$ cat src/rtl/uart_pkg.sv
// rtl/uart_pkg.sv - shared types and line levels for the UART transmit path
package uart_pkg;

  typedef enum logic [2:0] {
    IDLE,
    START,
    DATA,
    PARITY,
    STOP
  } uart_tx_state_t;

  localparam int   UART_DATA_BITS   = 8;
  localparam logic UART_IDLE_LEVEL  = 1'b1;
  localparam logic UART_START_LEVEL = 1'b0;

endpackage

$ cat src/rtl/uart_tx_fifo.sv
// rtl/uart_tx_fifo.sv - synchronous byte FIFO decoupling the producer from the serialiser
module uart_tx_fifo
  import uart_pkg::*;
#(
  parameter int DEPTH = 4
) (
  input  logic                            clk,
  input  logic                            rst,
  input  logic                            push,
  input  logic [UART_DATA_BITS-1:0]       push_data,
  input  logic                            pop,
  output logic [UART_DATA_BITS-1:0]       pop_data,
  output logic                            full,
  output logic                            empty,
  output logic [$clog2(DEPTH+1)-1:0]      count
);

  localparam int AW = $clog2(DEPTH);
  localparam int CW = $clog2(DEPTH + 1);

  logic [UART_DATA_BITS-1:0] mem [DEPTH];
  logic [AW-1:0]             wr_ptr;
  logic [AW-1:0]             rd_ptr;
  logic                      push_ok;
  logic                      pop_ok;

  // Guarded strobes: a push into a full FIFO never overwrites queued data.
  assign full     = (count == CW'(DEPTH));
  assign empty    = (count == '0);
  assign push_ok  = push & ~full;
  assign pop_ok   = pop & ~empty;
  assign pop_data = mem[rd_ptr];

  always_ff @(posedge clk or posedge rst) begin
    if (rst) begin
      wr_ptr <= '0;
      rd_ptr <= '0;
      count  <= '0;
    end else begin
      if (push_ok) wr_ptr <= wr_ptr + AW'(1);
      if (pop_ok)  rd_ptr <= rd_ptr + AW'(1);
      case ({push_ok, pop_ok})
        2'b10:   count <= count + CW'(1);
        2'b01:   count <= count - CW'(1);
        default: count <= count;
      endcase
    end
  end

  always_ff @(posedge clk) begin
    if (push_ok) mem[wr_ptr] <= push_data;
  end

endmodule

$ cat src/rtl/uart_transmitter.sv
// rtl/uart_transmitter.sv - 8E1 UART serialiser: FIFO, baud counter, frame FSM
module uart_transmitter
  import uart_pkg::*;
#(
  parameter int CLOCK_FREQ     = 50000000,
  parameter int BAUD_RATE      = 9600,
  parameter int CYCLES_PER_BIT = CLOCK_FREQ / BAUD_RATE,
  parameter int FIFO_DEPTH     = 4
) (
  input  logic                               clk,
  input  logic                               rst,
  input  logic                               enable,
  input  logic [7:0]                         tx_data,
  input  logic                               tx_valid,
  output logic                               tx_ready,
  output logic                               tx,
  output logic                               busy,
  output logic                               frame_done,
  output logic [$clog2(FIFO_DEPTH+1)-1:0]    fifo_count
);

  localparam int                CW        = $clog2(CYCLES_PER_BIT);
  localparam logic [CW-1:0]     BAUD_LAST = CW'(CYCLES_PER_BIT - 1);
  localparam logic [2:0]        LAST_BIT  = 3'(UART_DATA_BITS - 1);

  uart_tx_state_t            state, next_state;
  logic [CW-1:0]             baud_cnt, baud_next;
  logic [2:0]                bit_idx, bit_idx_next;
  logic [UART_DATA_BITS-1:0] shift, shift_next;
  logic                      parity, parity_next;
  logic                      tx_next;
  logic                      bit_end;
  logic                      can_start;
  logic                      fifo_pop;
  logic                      fifo_full;
  logic                      fifo_empty;
  logic [UART_DATA_BITS-1:0] fifo_data;

  uart_tx_fifo #(.DEPTH(FIFO_DEPTH)) u_fifo (
    .clk       (clk),
    .rst       (rst),
    .push      (tx_valid),
    .push_data (tx_data),
    .pop       (fifo_pop),
    .pop_data  (fifo_data),
    .full      (fifo_full),
    .empty     (fifo_empty),
    .count     (fifo_count)
  );

  assign tx_ready   = ~fifo_full;
  assign busy       = (state != IDLE);
  assign bit_end    = (baud_cnt == BAUD_LAST);
  assign can_start  = enable & ~fifo_empty;
  assign frame_done = (state == STOP) && bit_end;

  always_comb begin
    next_state   = state;
    fifo_pop     = 1'b0;
    shift_next   = shift;
    parity_next  = parity;
    bit_idx_next = bit_idx;
    baud_next    = '0;
    tx_next      = UART_IDLE_LEVEL;

    case (state)
      IDLE: begin
        if (can_start) begin
          fifo_pop   = 1'b1;
          next_state = START;
        end
      end
      START: begin
        if (bit_end) begin
          next_state   = DATA;
          bit_idx_next = '0;
        end
      end
      DATA: begin
        if (bit_end) begin
          shift_next   = shift >> 1;
          bit_idx_next = bit_idx + 3'd1;
          if (bit_idx == LAST_BIT) next_state = PARITY;
        end
      end
      PARITY: begin
        if (bit_end) next_state = STOP;
      end
      STOP: begin
        if (bit_end) begin
          if (can_start) begin
            fifo_pop   = 1'b1;
            next_state = START;
          end else begin
            next_state = IDLE;
          end
        end
      end
      default: next_state = IDLE;
    endcase

    if (fifo_pop) begin
      shift_next  = fifo_data;
      parity_next = ^fifo_data;
    end

    // Counter restarts on every state entry and idles at zero.
    if (state != IDLE && next_state == state && !bit_end) baud_next = baud_cnt + CW'(1);

    // tx is registered from the post-edge state so line and state move together.
    case (next_state)
      START:   tx_next = UART_START_LEVEL;
      DATA:    tx_next = shift_next[0];
      PARITY:  tx_next = parity_next;
      default: tx_next = UART_IDLE_LEVEL;
    endcase
  end

  always_ff @(posedge clk or posedge rst) begin
    if (rst) begin
      state    <= IDLE;
      baud_cnt <= '0;
      bit_idx  <= '0;
      shift    <= '0;
      parity   <= 1'b0;
      tx       <= UART_IDLE_LEVEL;
    end else begin
      state    <= next_state;
      baud_cnt <= baud_next;
      bit_idx  <= bit_idx_next;
      shift    <= shift_next;
      parity   <= parity_next;
      tx       <= tx_next;
    end
  end

endmodule

$ cat config.mk
export PLATFORM = sky130hd
export DESIGN_NAME = uart_transmitter
export DESIGN_NICKNAME = d
export VERILOG_FILES = /design/src/rtl/uart_pkg.sv /design/src/rtl/uart_tx_fifo.sv /design/src/rtl/uart_transmitter.sv
export SDC_FILE = /design/constraint.sdc
export NUM_CORES = 1
export LEC_CHECK = 0
export CORE_ASPECT_RATIO = 1.75
export CORE_UTILIZATION = 50
export CTS_CLUSTER_DIAMETER = 50
export DETAILED_ROUTE_END_ITERATION = 16
export GPL_TIMING_DRIVEN = 1
export PLACE_DENSITY = 0.73
export SLEW_MARGIN = 5
export SYNTH_ARGS = -nofsm -noshare
export SYNTH_HDL_FRONTEND = slang
export SYNTH_HIERARCHICAL = 1
export SYNTH_SLANG_ARGS = --single-unit
$ cat constraint.sdc
create_clock -name clk -period 2.5 [get_ports clk]
set_input_delay 0.375 -clock clk [delete_from_list [all_inputs] [get_ports clk]]
set_output_delay 0.375 -clock clk [all_outputs]
set_load 0.01 [all_outputs]
# == Word level (Yosys, flattened, before mapping) ==
# Memory sizes are Yosys's and may differ from the RTL's.
# Cells that the tools add are included.
# classes
add_sub_neg,6
n_eq_ne,15
muxes,23
bitwise_logic,5
reduce_logical,14
# op_table
cell,count
3-bit 2-to-1 mux,8
8-bit 2-to-1 mux,3
3-bit one-hot mux with 5 select lines,1
13-bit by 1-bit adder with 13-bit output (second input constant),1
13-bit == test (second input constant),1
13-bit 2-to-1 mux,1
3-bit by 2-bit == test with 1-bit output (second input constant),4
3-bit one-hot mux with 2 select lines,2
3-bit == test (second input constant),3
2-bit nonzero test,4
8-bit parity,1
3-bit by 1-bit adder with 3-bit output (second input constant),2
3-bit by 1-bit == test with 1-bit output (second input constant),2
3-bit zero test,2
1-bit 2-to-1 mux,6
2-bit by 1-bit adder with 2-bit output (second input constant),2
2-bit inequality test (second input constant),2
1-bit AND,3
3-bit == test,1
1-bit logical AND,3
1-bit one-hot mux with 3 select lines,1
3-bit AND reduction,1
3-bit nonzero test,1
3-bit by 1-bit subtractor with 3-bit output (second input constant),1
other kinds (6),7
# totals
ff_bits,36
ram_bits,32
input_bits,12
n_memories,1
# memory_table
name,depth,word_bits,rd,rd_ports_with_merged_regs,write_ports,line_no,source
u_fifo.mem,4,8,1,0,1,uart_tx_fifo.sv:21,logic [UART_DATA_BITS-1:0] mem [DEPTH];

# == Longest topological paths before layout ==
# Gate-level depths: netlist of run 1.
# logic_depth
word_depth,10
mapped_depth,12

# == Hierarchy ==
# Netlist of run 1, hierarchy kept.
# by_module_without_submodules
mod,instances,cells_each,area_per_inst_um2,seq_area_each_um2
uart_tx_fifo,1,80,1596.5,1136.1
uart_transmitter,1,151,1570.3,726.9

# == Worst setup path before layout of run 1 ==
# No wires, ideal clock.
# synth_path
path_kind,reg-to-reg
startpoint,register baud_cnt[0]
endpoint,register u_fifo.count[2]
setup_time_ns,0.079
arrival_time_ns,2.459
t_required_ns,2.421
path_slack_ns,-0.039
stages_incl_launch_ff,13
n_path_buf,1
synth_period_minus_slack_ns,2.539
path_cell_list,dfrtp_1 -> ha_1 -> and4b_1 -> nand3_4 -> a21oi_4 -> buf_6 -> o31a_2 -> ha_1 -> inv_1 -> fa_1 -> xor2_1 -> nor2_1 -> xor2_1
# synth_via
elab_chain_len,6
elab_cells_between_ends,8
# synth_lines
item,line_no,source
"start, declared",uart_transmitter.sv:27,"logic [CW-1:0] baud_cnt, baud_next;"
"start signal, assigned",uart_transmitter.sv:129,baud_cnt <= baud_next;
13-bit == test (*),uart_transmitter.sv:53,assign bit_end = (baud_cnt == BAUD_LAST);
1-bit 2-to-1 mux (*),uart_transmitter.sv:90,if (bit_end) begin
1-bit one-hot mux with 2 select lines (*),uart_transmitter.sv:66,case (state)
named net fifo_pop,uart_transmitter.sv:34,logic fifo_pop;
1-bit AND (*),uart_tx_fifo.sv:31,assign pop_ok = pop & ~empty;
named net u_fifo.pop_ok,uart_tx_fifo.sv:25,logic pop_ok;
2-bit by 1-bit == test with 1-bit output or 2-bit == test (tied branches),uart_tx_fifo.sv:42,"case ({push_ok, pop_ok})"
3-bit one-hot mux with 2 select lines or 2-bit nonzero test (tied branches),-,
"end signal, assigned",uart_tx_fifo.sv:43,2'b10: count <= count + CW'(1);
"end signal, assigned",uart_tx_fifo.sv:44,2'b01: count <= count - CW'(1);
"end signal, assigned",uart_tx_fifo.sv:45,default: count <= count;
"end, declared",uart_tx_fifo.sv:15,output logic [$clog2(DEPTH+1)-1:0] count
# Mark *: on every way through the listed nets, which the timed path passes. The rest lies on a longest branch.
# A chain may end at the register's enable or synchronous reset.

# == Worst setup path in the final report of run 1 ==
# layout_path
startpoint,register baud_cnt[1]
endpoint,register u_fifo.count[2]
# layout_via
elab_chain_len,6
elab_cells_between_ends,8
# layout_lines
item,line_no
13-bit == test (*),uart_transmitter.sv:53
1-bit 2-to-1 mux (*),uart_transmitter.sv:90
1-bit one-hot mux with 2 select lines (*),uart_transmitter.sv:66
1-bit AND (*),uart_tx_fifo.sv:31
named net u_fifo.pop_ok,uart_tx_fifo.sv:25
2-bit by 1-bit == test with 1-bit output or 2-bit == test (tied branches),uart_tx_fifo.sv:42
3-bit one-hot mux with 2 select lines or 2-bit nonzero test (tied branches),-
# Marks and branches as above.

==> flow_summary.json, run 1 <==
{
  "cts_buffer_depth": 2,
  "r2r_start": "baud_cnt[1]$_DFF_PP0_",
  "grt_pass1_vias": 1861,
  "endpoint_kind": "register",
  "drt_pass1_iterations": 4,
  "p_leak_nw": 1.568,
  "path_buf_inv": 1,
  "min_path_type": "in -> async",
  "ant_nets": 0,
  "overflow": 0,
  "power_density_mw_per_mm2": 820.6,
  "n_antenna_cell": 0,
  "dieHeight_um": 107.3,
  "met2_usage": 0.3273,
  "max_cap_viol_count": 0,
  "area_growth_pct": 18.61,
  "grt_pass1_wl_um": 8631,
  "grt_setup_unrepaired": "no",
  "fin_worst_skew_ns": 0.01037,
  "nets": 283,
  "postSynth.asyncResetShare": 0.5294,
  "netlist_area_sq_mm": 0.003167,
  "maxSlewViolCount": 0,
  "drc": 0,
  "reg2reg_to": "u_fifo/count[2]$_DFFE_PP0P_",
  "crit_fanout": 4,
  "htreeDepth": 3,
  "cts_sinks": 68,
  "drive_gt1_frac": 0.2293,
  "use_met3": 0.06038,
  "met1_usage": 0.1793,
  "hold_slack_ns": 0.2804,
  "setup_viol": 0,
  "start_util": 0.5163,
  "required_ns": 2.76,
  "dieArea_sq_mm": 0.006669,
  "grt_usage": 0.1774,
  "cp.depth": 11,
  "cpMaxStageDelayCell": "dfrtp_1",
  "cp_common_cell": "xor2_1",
  "slew_headroom": 0.6592,
  "start_kind": "register",
  "viasPerCell": 5.185,
  "avgSynthCellArea_sq_um": 13.71,
  "endpoint": "u_fifo/count[2]$_DFFE_PP0P_",
  "ys.flop_type": "dfrtp_1",
  "io_buffers": 18,
  "wire_per_inst_um": 14.96,
  "period_needed_ns": 2.379,
  "insertion_delay_ns": 0.34,
  "numCtsBuffers": 9,
  "clock.fmax_mhz": 420.4,
  "placementRows": 38,
  "ys_warn_count": 6,
  "status": "complete, no violations",
  "fin_tns_setup_ns": 0,
  "design.core.area_sq_mm": 0.006133,
  "period_share": 0.9516,
  "cts_tree": "done",
  "final_cell_mix": "35 x dfrtp_1, 32 x edfxtp_1, 24 x nor2_1, 17 x clkdlybuf4s50_1, 14 x xnor2_1",
  "busiest_layer": "met2",
  "synth_cell_types": 48,
  "reg2reg_depth": 11,
  "die_x_um": 62.16,
  "hold_viol": 0,
  "mostFrequentLayoutCell": "dfrtp_1",
  "critPathTopFamily": "adder cells",
  "place_hpwl_um": 3763,
  "syn-instance-count": 231,
  "ys_seq_elements": 68,
  "root_buffer": "clkbuf_8",
  "num_vias": 1794,
  "syn-num-nets": 252,
  "startpoint": "baud_cnt[1]$_DFF_PP0_",
  "postCtsHoldBufs": 0,
  "r2r_slack_ns": 0.12,
  "synth_edf_count": 32,
  "antenna_found_initial": 0,
  "worst_path_largest_cell_delay_ns": 0.41,
  "ir_drop_mv": 0.6088,
  "grt_max_degree": 30,
  "wirelength_um": 5177,
  "worst_pin_slew_ns": 0.5097,
  "critical_path.cell_chain": "ha_4 -> and4b_2 -> nand3_4 -> a21oi_4 -> o31a_4 -> ha_2 -> inv_1 -> fa_1 -> xor2_1 -> nor2_1 -> xor2_1",
  "total_power_mw": 3.082,
  "gp_congestion": 0.7433,
  "path_clk_slew_ns": 0.08,
  "ys_seq_area_frac": 0.5883,
  "critPathKind": "reg -> reg",
  "arrival_ns": 2.64,
  "pin_count": 19,
  "drt_iter0_drc": 50
}
## layout make-up
| class | instances | area [sq um] |
|---|---|---|
| Fill cell | 459 | 2377 |
| Sequential cell | 68 | 1863 |
| Multi-Input combinational cell | 142 | 1229 |
| Timing Repair Buffer | 28 | 254.0 |
| Clock inverter | 6 | 137.6 |
| Clock buffer | 9 | 123.9 |
| Tap cell | 80 | 100.1 |
| Inverter | 13 | 48.80 |
## report_power, final
group	switching [mW]	leakage, nW	internal (mW)	total (mW)
combinational	0.252	0.688	0.253	0.505
clock	0.412	0.129	0.761	1.17
sequential	0.0734	0.751	1.33	1.40
total	0.738	1.57	2.34	3.08
## state kept, by name (all words and copies together) (netlist names)
signal and flops:
baud_cnt 13, bit_idx 3, parity 1, shift 8, state 3, tx 1
u_fifo/count 3, u_fifo/mem 32, u_fifo/rd_ptr 2, u_fifo/wr_ptr 2
## cell usage after synthesis, types with 6 or more instances
| library cell | instances | area share |
|---|---|---|
| edfxtp_1 | 32 | 0.30 |
| mux4_2 | 8 | 0.057 |
| inv_1 | 13 | 0.015 |
| dfrtp_1 | 35 | 0.28 |
| nor2_1 | 24 | 0.028 |
| nand2_1 | 11 | 0.013 |
| xnor2_1 | 14 | 0.039 |
| ha_1 | 8 | 0.032 |
| nand3_1 | 6 | 0.0095 |
| a22o_2 | 6 | 0.019 |
| a21o_1 | 6 | 0.014 |
| xor2_1 | 10 | 0.028 |
## worst reg2reg max path, delay by kind of cell (launching register included)
kind | cells | cell delay (ns)
AND/OR/NAND/NOR | 3 | 0.48
flip-flops | 1 | 0.41
XOR/XNOR | 2 | 0.31
buffers and inverters | 1 | 0.05
adder cells (fa/ha/maj) | 3 | 0.72
AO/OA/AOI/OAI | 2 | 0.33
## per-layer routing
| metal | vias to the layer above | wire [um] |
|---|---|---|
| li1 | 880 | - |
| met1 | 893 | 1961 |
| met2 | 15 | 3037 |
| met3 | 6 | 91 |
| met4 | 0 | 87 |
| met5 | - | 0 |
## through the flow
stage                 util  instance area [sq um]  setup slack [ns]  instances
floorplan                -                   3179          0.007107        231
global placement    0.5657                   3470            0.1537        329
detailed placement  0.5657                   3470           0.06035        329
CTS                 0.6095                   3739           0.08812        345
global route        0.6124                   3756           0.01910        346
finish              0.6124                   3756            0.1211        346
## worst min path at each step
stage / startpoint / endpoint / slack [ns] / cells past startpoint
6_report: rst / u_fifo/count[1]$_DFFE_PP0P_ / 0.28 / 2
2_1_floorplan: rst / u_fifo/count[0]$_DFFE_PP0P_ / 0.18 / 1
5_1_grt: rst / u_fifo/count[0]$_DFFE_PP0P_ / 0.31 / 2
4_1_cts: rst / u_fifo/count[0]$_DFFE_PP0P_ / 0.27 / 2
3_3_place_gp: shift[4]$_DFFE_PP0P_ / shift[4]$_DFFE_PP0P_ / 0.46 / 1
3_5_place_dp: shift[1]$_DFFE_PP0P_ / shift[1]$_DFFE_PP0P_ / 0.47 / 1
## cells by family after synthesis
group / share of synthesized area
multiplexers: 0.08258
adder cells (fa/ha/maj): 0.03793
AND/OR/NAND/NOR: 0.1292
XOR/XNOR: 0.06638
AO/OA/AOI/OAI: 0.06440
flip-flops: 0.5883
buffers and inverters: 0.03121
## timing repair
item	in CTS	in global routing
resized for setup	2	1
pin swaps	0	2
setup endpoints to repair	1	1
hold endpoints to repair	0	0
buffers inserted	1	1
Note: power is estimated with default switching activity, not from simulation.
==> run 2: changes to the inputs <==
--- a/config.mk
+++ b/config.mk
@@ -7,9 +7,9 @@
 export LEC_CHECK = 0
 export CORE_ASPECT_RATIO = 1.75
-export CORE_UTILIZATION = 50
+export CORE_UTILIZATION = 53
 export CTS_CLUSTER_DIAMETER = 50
 export DETAILED_ROUTE_END_ITERATION = 16
 export GPL_TIMING_DRIVEN = 1
-export PLACE_DENSITY = 0.73
+export PLACE_DENSITY = 0.76
 export SLEW_MARGIN = 5
 export SYNTH_ARGS = -nofsm -noshare
==> constraint.sdc (replaced) <==
create_clock -name clk -period 2.5 [get_ports clk]
set_input_delay 0.625 -clock clk [delete_from_list [all_inputs] [get_ports clk]]
set_output_delay 0.625 -clock clk [all_outputs]
set_load 0.01 [all_outputs]
==> run 2 against run 1 <==
Clock-buffer cell count unchanged. Clock skew decreased by 0.0038 ns. Die area fell by 5.5%. Cell count is 1.2% lower. Worst hold slack better by 0.20 ns. Global-route usage is 1.3 points higher. Non-clock buffer count is 1 lower. Critical path depth unchanged. Worst setup slack got worse by 0.0036 ns. Power fell by 9.5%. Largest power group unchanged. Highest routed layer unchanged.
==> flow_summary.json, run 2 (same netlist as run 1, synthesis figures left out) <==
{
  "status": "complete, no violations",
  "grt_pass1_vias": 1906,
  "mostFrequentLayoutCell": "dfrtp_1",
  "dieArea_sq_mm": 0.006300,
  "wire_per_inst_um": 15.06,
  "grt_usage": 0.1905,
  "hold_slack_ns": 0.4793,
  "drt_pass1_iterations": 4,
  "hold_path_startpoint": "shift[4]$_DFFE_PP0P_",
  "min_path_type": "reg -> reg",
  "root_buffer": "clkbuf_8",
  "total_power_mw": 2.789,
  "overflow": 0,
  "arrival_ns": 2.65,
  "path_clk_slew_ns": 0.07,
  "grt_pass1_wl_um": 8687,
  "worst_pin_slew_ns": 0.5414,
  "ir_drop_mv": 0.6335,
  "period_share": 0.9530,
  "start_kind": "register",
  "required_ns": 2.76,
  "fillCellCount": 455,
  "cts_tree": "done",
  "htreeDepth": 3,
  "n_antenna_cell": 0,
  "place_hpwl_um": 3674,
  "final_cell_mix": "35 x dfrtp_1, 32 x edfxtp_1, 24 x nor2_1, 16 x clkdlybuf4s50_1, 14 x xnor2_1",
  "crit_fanout": 4,
  "slew_headroom": 0.6391,
  "power_density_mw_per_mm2": 757.0,
  "grt_max_degree": 30,
  "largest_register_ffs": 32,
  "r2r_start": "baud_cnt[1]$_DFF_PP0_",
  "drive_gt1_frac": 0.2293,
  "insertion_delay_ns": 0.33,
  "multiInputGateArea_sq_mm": 0.001229,
  "design.core.area_sq_mm": 0.005675,
  "gp_congestion": 0.7722,
  "endpoint_kind": "register",
  "p_leak_nw": 1.529,
  "ant_nets": 0,
  "regArea_sq_mm": 0.001863,
  "biggestRegsByFlops": "u_fifo/mem: 32 flops, baud_cnt: 13 flops, shift: 8 flops",
  "start_util": 0.5580,
  "cts_sinks": 68,
  "top_register": "u_fifo/mem",
  "placementRows": 36,
  "drc": 0,
  "fin_worst_skew_ns": 0.006576,
  "clock.fmax_mhz": 419.7,
  "max_cap_viol_count": 0,
  "io_buffers": 18,
  "num_vias": 1832,
  "viasPerCell": 5.357,
  "area_growth_pct": 16.36,
  "die_x_um": 60.43,
  "cts_buffer_depth": 2,
  "postCtsHoldBufs": 0,
  "pin_count": 19,
  "nets": 282,
  "wirelength_um": 5150,
  "critPathKind": "reg -> reg",
  "hold_viol": 0,
  "antenna_found_initial": 0,
  "numCtsBuffers": 9,
  "maxSlewViolCount": 0,
  "dieHeight_um": 104.3,
  "setup_viol": 0,
  "startpoint": "baud_cnt[1]$_DFF_PP0_",
  "drt_iter0_drc": 112,
  "period_needed_ns": 2.382
}
-- run 2: changes by cell type in the layout (fill, tap and decap cells not counted), sizes merged --
cell,delta
clkdlybuf4s50,-1
clkinv,+1
inv,+1
buf,-1
dlymetal6s2s,+1
clkinvlp,+2
bufinv,-3
-- run 2: final cells by class --
cell class              instances  area share
flip-flops and latches         68      0.5056
multi-input cells             142      0.3334
repair buffers                 27     0.06757
clock buffers                   9     0.03362
well taps                      76     0.02581
clock inverters                 7     0.02071
inverters                      13     0.01324
-- run 2: worst paths after layout --
check                                               end  slack [ns]  cells past startpoint
max                         u_fifo/count[2]$_DFFE_PP0P_        0.12                     11
min                                shift[4]$_DFFE_PP0P_        0.48                      1
max reg2reg                 u_fifo/count[2]$_DFFE_PP0P_        0.12                     11
min reg2reg                        shift[4]$_DFFE_PP0P_        0.48                      1
max in group asynchronous                  tx$_DFF_PP1_        1.50                      3
min in group asynchronous  u_fifo/wr_ptr[1]$_DFFE_PP0P_        0.55                      2
-- run 2: what timing repair did --
item                                    in CTS  in global routing
pin swaps                                    0                  1
gates resized for setup                      2                  2
setup buffers                                1                  0
endpoints found under the setup margin       1                  2
-- run 2: stage by stage --
step / utilization / setup TNS, ns / cells / area, sq um / setup WS, ns
6_report: 0.6493 / 0 / 342 / 3685 / 0.1175
5_1_grt: 0.6493 / -0.001739 / 342 / 3685 / -0.001739
4_1_cts: 0.6470 / 0 / 342 / 3672 / 0.04847
3_5_place_dp: 0.6105 / -0.08835 / 325 / 3465 / -0.08835
3_3_place_gp: 0.6105 / -0.03650 / 325 / 3465 / -0.03650
2_1_floorplan: - / 0 / 231 / 3179 / 0.007107
-- run 2: power by group --
part | internal [mW] | switching, mW | leakage, nW
clock | 0.465 | 0.420 | 0.0958
sequential | 1.33 | 0.0917 | 0.751
combinational | 0.242 | 0.240 | 0.683
total | 2.04 | 0.751 | 1.53
-- run 2: layer usage --
layer / vias up / part of all wire / track usage
li1: 878 / - / -
met1: 897 / 0.39 / 0.2121
met2: 36 / 0.54 / 0.3132
met3: 21 / 0.018 / 0.03856
met4: 0 / 0.044 / 0.1266
met5: - / 0 / 0
-- run 2: worst max-delay path, stage by stage, from the launching register on --
cell and delay [ns]:
dfrtp_1 0.42, ha_4 0.18, and4b_2 0.28, nand3_4 0.11, a21oi_4 0.17, o31a_4 0.16
ha_2 0.16, inv_1 0.05, fa_1 0.38, xor2_1 0.15, nor2_1 0.11, xor2_1 0.14
==> run 3: changes to the inputs <==
CORE_UTILIZATION = 45   (was 53)
PLACE_DENSITY = 0.67   (was 0.76)
==> run 3 against run 2 <==
Power grew 27%. Clock-buffer cell count did not move. Design area increased by 5.6%. Non-clock buffer count increased by 1. Die area is 17% higher.
==> flow_summary.json, run 3 (same netlist as run 1, synthesis figures left out) <==
{
  "status": "complete, no violations",
  "period_share": 0.9396,
  "pre_cts_ws_ns": -0.08871,
  "dieHeight_um": 113.0,
  "placementRows": 40,
  "grt_max_degree": 30,
  "insertion_delay_ns": 0.33,
  "drive_gt1_frac": 0.2360,
  "endpoint_kind": "output port",
  "postCtsHoldBufs": 0,
  "critical_path.cell_chain": "or3_1 -> clkdlybuf4s50_1",
  "nets": 283,
  "htreeDepth": 3,
  "die_x_um": 65.42,
  "cts_buffer_depth": 2,
  "place_hpwl_um": 3742,
  "mostFrequentLayoutCell": "dfrtp_1",
  "dieArea_sq_mm": 0.007390,
  "critPathKind": "reg -> out",
  "cts_sinks": 68,
  "overflow": 0,
  "critPathTopFamily": "flip-flops",
  "fin_worst_skew_ns": 0.005768,
  "start_kind": "register",
  "maxSlewViolCount": 0,
  "area_growth_pct": 22.84,
  "final_core_util": 0.5673,
  "grt_pass1_wl_um": 8963,
  "cpMaxStageDelayCell": "dfrtp_1",
  "p_leak_nw": 1.625,
  "period_needed_ns": 2.349,
  "antenna_found_initial": 0,
  "drt_pass1_iterations": 4,
  "drc": 0,
  "worst_path_largest_cell_delay_ns": 0.49,
  "drt_iter0_drc": 111,
  "final_cell_mix": "35 x dfrtp_1, 32 x edfxtp_1, 24 x nor2_1, 17 x clkdlybuf4s50_1, 14 x xnor2_1",
  "largest_register_ffs": 32,
  "clock.fmax_mhz": 425.7,
  "grt_pass1_vias": 1931,
  "pin_count": 19,
  "final_area_sq_mm": 0.003890,
  "crit_fanout": 10,
  "num_vias": 1820,
  "min_path_type": "reg -> reg",
  "grt_setup_unrepaired": "no",
  "setup_viol": 0,
  "ir_drop_mv": 0.6619,
  "ant_nets": 0,
  "numCtsBuffers": 9,
  "biggestRegsByFlops": "u_fifo/mem: 32 flops, baud_cnt: 13 flops, shift: 8 flops",
  "slew_headroom": 0.6747,
  "hold_viol": 0,
  "io_buffers": 18,
  "gp_congestion": 0.7549,
  "root_buffer": "clkbuf_16",
  "max_cap_viol_count": 0,
  "worst_pin_slew_ns": 0.4866,
  "top_register": "u_fifo/mem",
  "viasPerCell": 5.185,
  "cts_tree": "done",
  "path_clk_slew_ns": 0.06,
  "design.core.area_sq_mm": 0.006857,
  "arrival_ns": 1.72,
  "start_util": 0.4619,
  "wirelength_um": 5317,
  "path_buf_inv": 1,
  "power_density_mw_per_mm2": 909.0,
  "placed_area_sq_mm": 0.003475,
  "wire_per_inst_um": 15.15,
  "n_antenna_cell": 0,
  "grt_usage": 0.1693,
  "worst_slack_ns": 0.1509,
  "required_ns": 1.88
}
-- run 3: cell count changes in the layout (fill, tap and decap cells not counted), sizes merged --
cell / delta
clkdlybuf4s50: +1
bufinv: +4
buf: +1
clkinv: -2
inv: -1
dlymetal6s2s: -1
clkinvlp: -1
-- run 3: worst register-to-register path: cells and delay by family (launching register included) --
kind,cells,cell delay [ns]
xor+xnor,2,0.29
compound gates,2,0.32
buf+inv,1,0.05
flops,1,0.41
simple gates,3,0.49
fa+ha+maj,3,0.67
-- run 3: path summary, 6_finish.rpt --
check,slack [ns],depth (start not counted),end,start
max in group asynchronous,1.49,3,tx$_DFF_PP1_,rst
hold reg to reg,0.48,1,shift[5]$_DFFE_PP0P_,shift[5]$_DFFE_PP0P_
hold / removal,0.48,1,shift[5]$_DFFE_PP0P_,shift[5]$_DFFE_PP0P_
setup / recovery,0.15,2,busy,state[2]$_DFF_PP0_
min in group asynchronous,0.56,2,u_fifo/count[0]$_DFFE_PP0P_,rst
setup reg to reg,0.19,11,u_fifo/count[2]$_DFFE_PP0P_,baud_cnt[0]$_DFF_PP0_
-- run 3: through the flow --
stage / power, mW / hold WS [ns] / setup TNS, ns / std cells
floorplan: 1.748 / 0.4284 / 0 / 231
global placement: 1.916 / 0.4598 / -0.05215 / 333
detailed placement: 1.935 / 0.4706 / -0.08871 / 333
CTS: 3.581 / 0.4845 / 0 / 349
global route: 3.693 / 0.4941 / 0 / 351
finish: 3.536 / 0.4805 / 0 / 351
-- run 3: report_power, final --
part / total, mW / leakage, nW / internal, mW / switching (mW)
clock: 1.63 / 0.186 / 1.17 / 0.458
combinational: 0.482 / 0.688 / 0.245 / 0.237
sequential: 1.42 / 0.751 / 1.33 / 0.0891
total: 3.54 / 1.62 / 2.75 / 0.784
-- run 3: repair_timing --
item	in CTS	in global routing
resized for setup	2	2
pin swaps	0	1
buffers inserted	0	2
endpoints found under the setup margin	1	1
-- run 3: cell type report --
cell class              count  area (sq um)
repair buffers             28         254.0
multi-input cells         142          1231
clock inverters             7         162.7
fillers                   546          2967
inverters                  13         48.80
flip-flops and latches     68          1863
well taps                  84         105.1
clock buffers               9         225.2
-- run 3: per-layer routing --
metal  vias to the layer above  routed length [um]  global-route usage
met3                         9                 154             0.05444
li1                        878                   -                   -
met2                        18                3050              0.3031
met1                       915                2001              0.1713
met5                         -                   0                   0
met4                         0                 110             0.08116
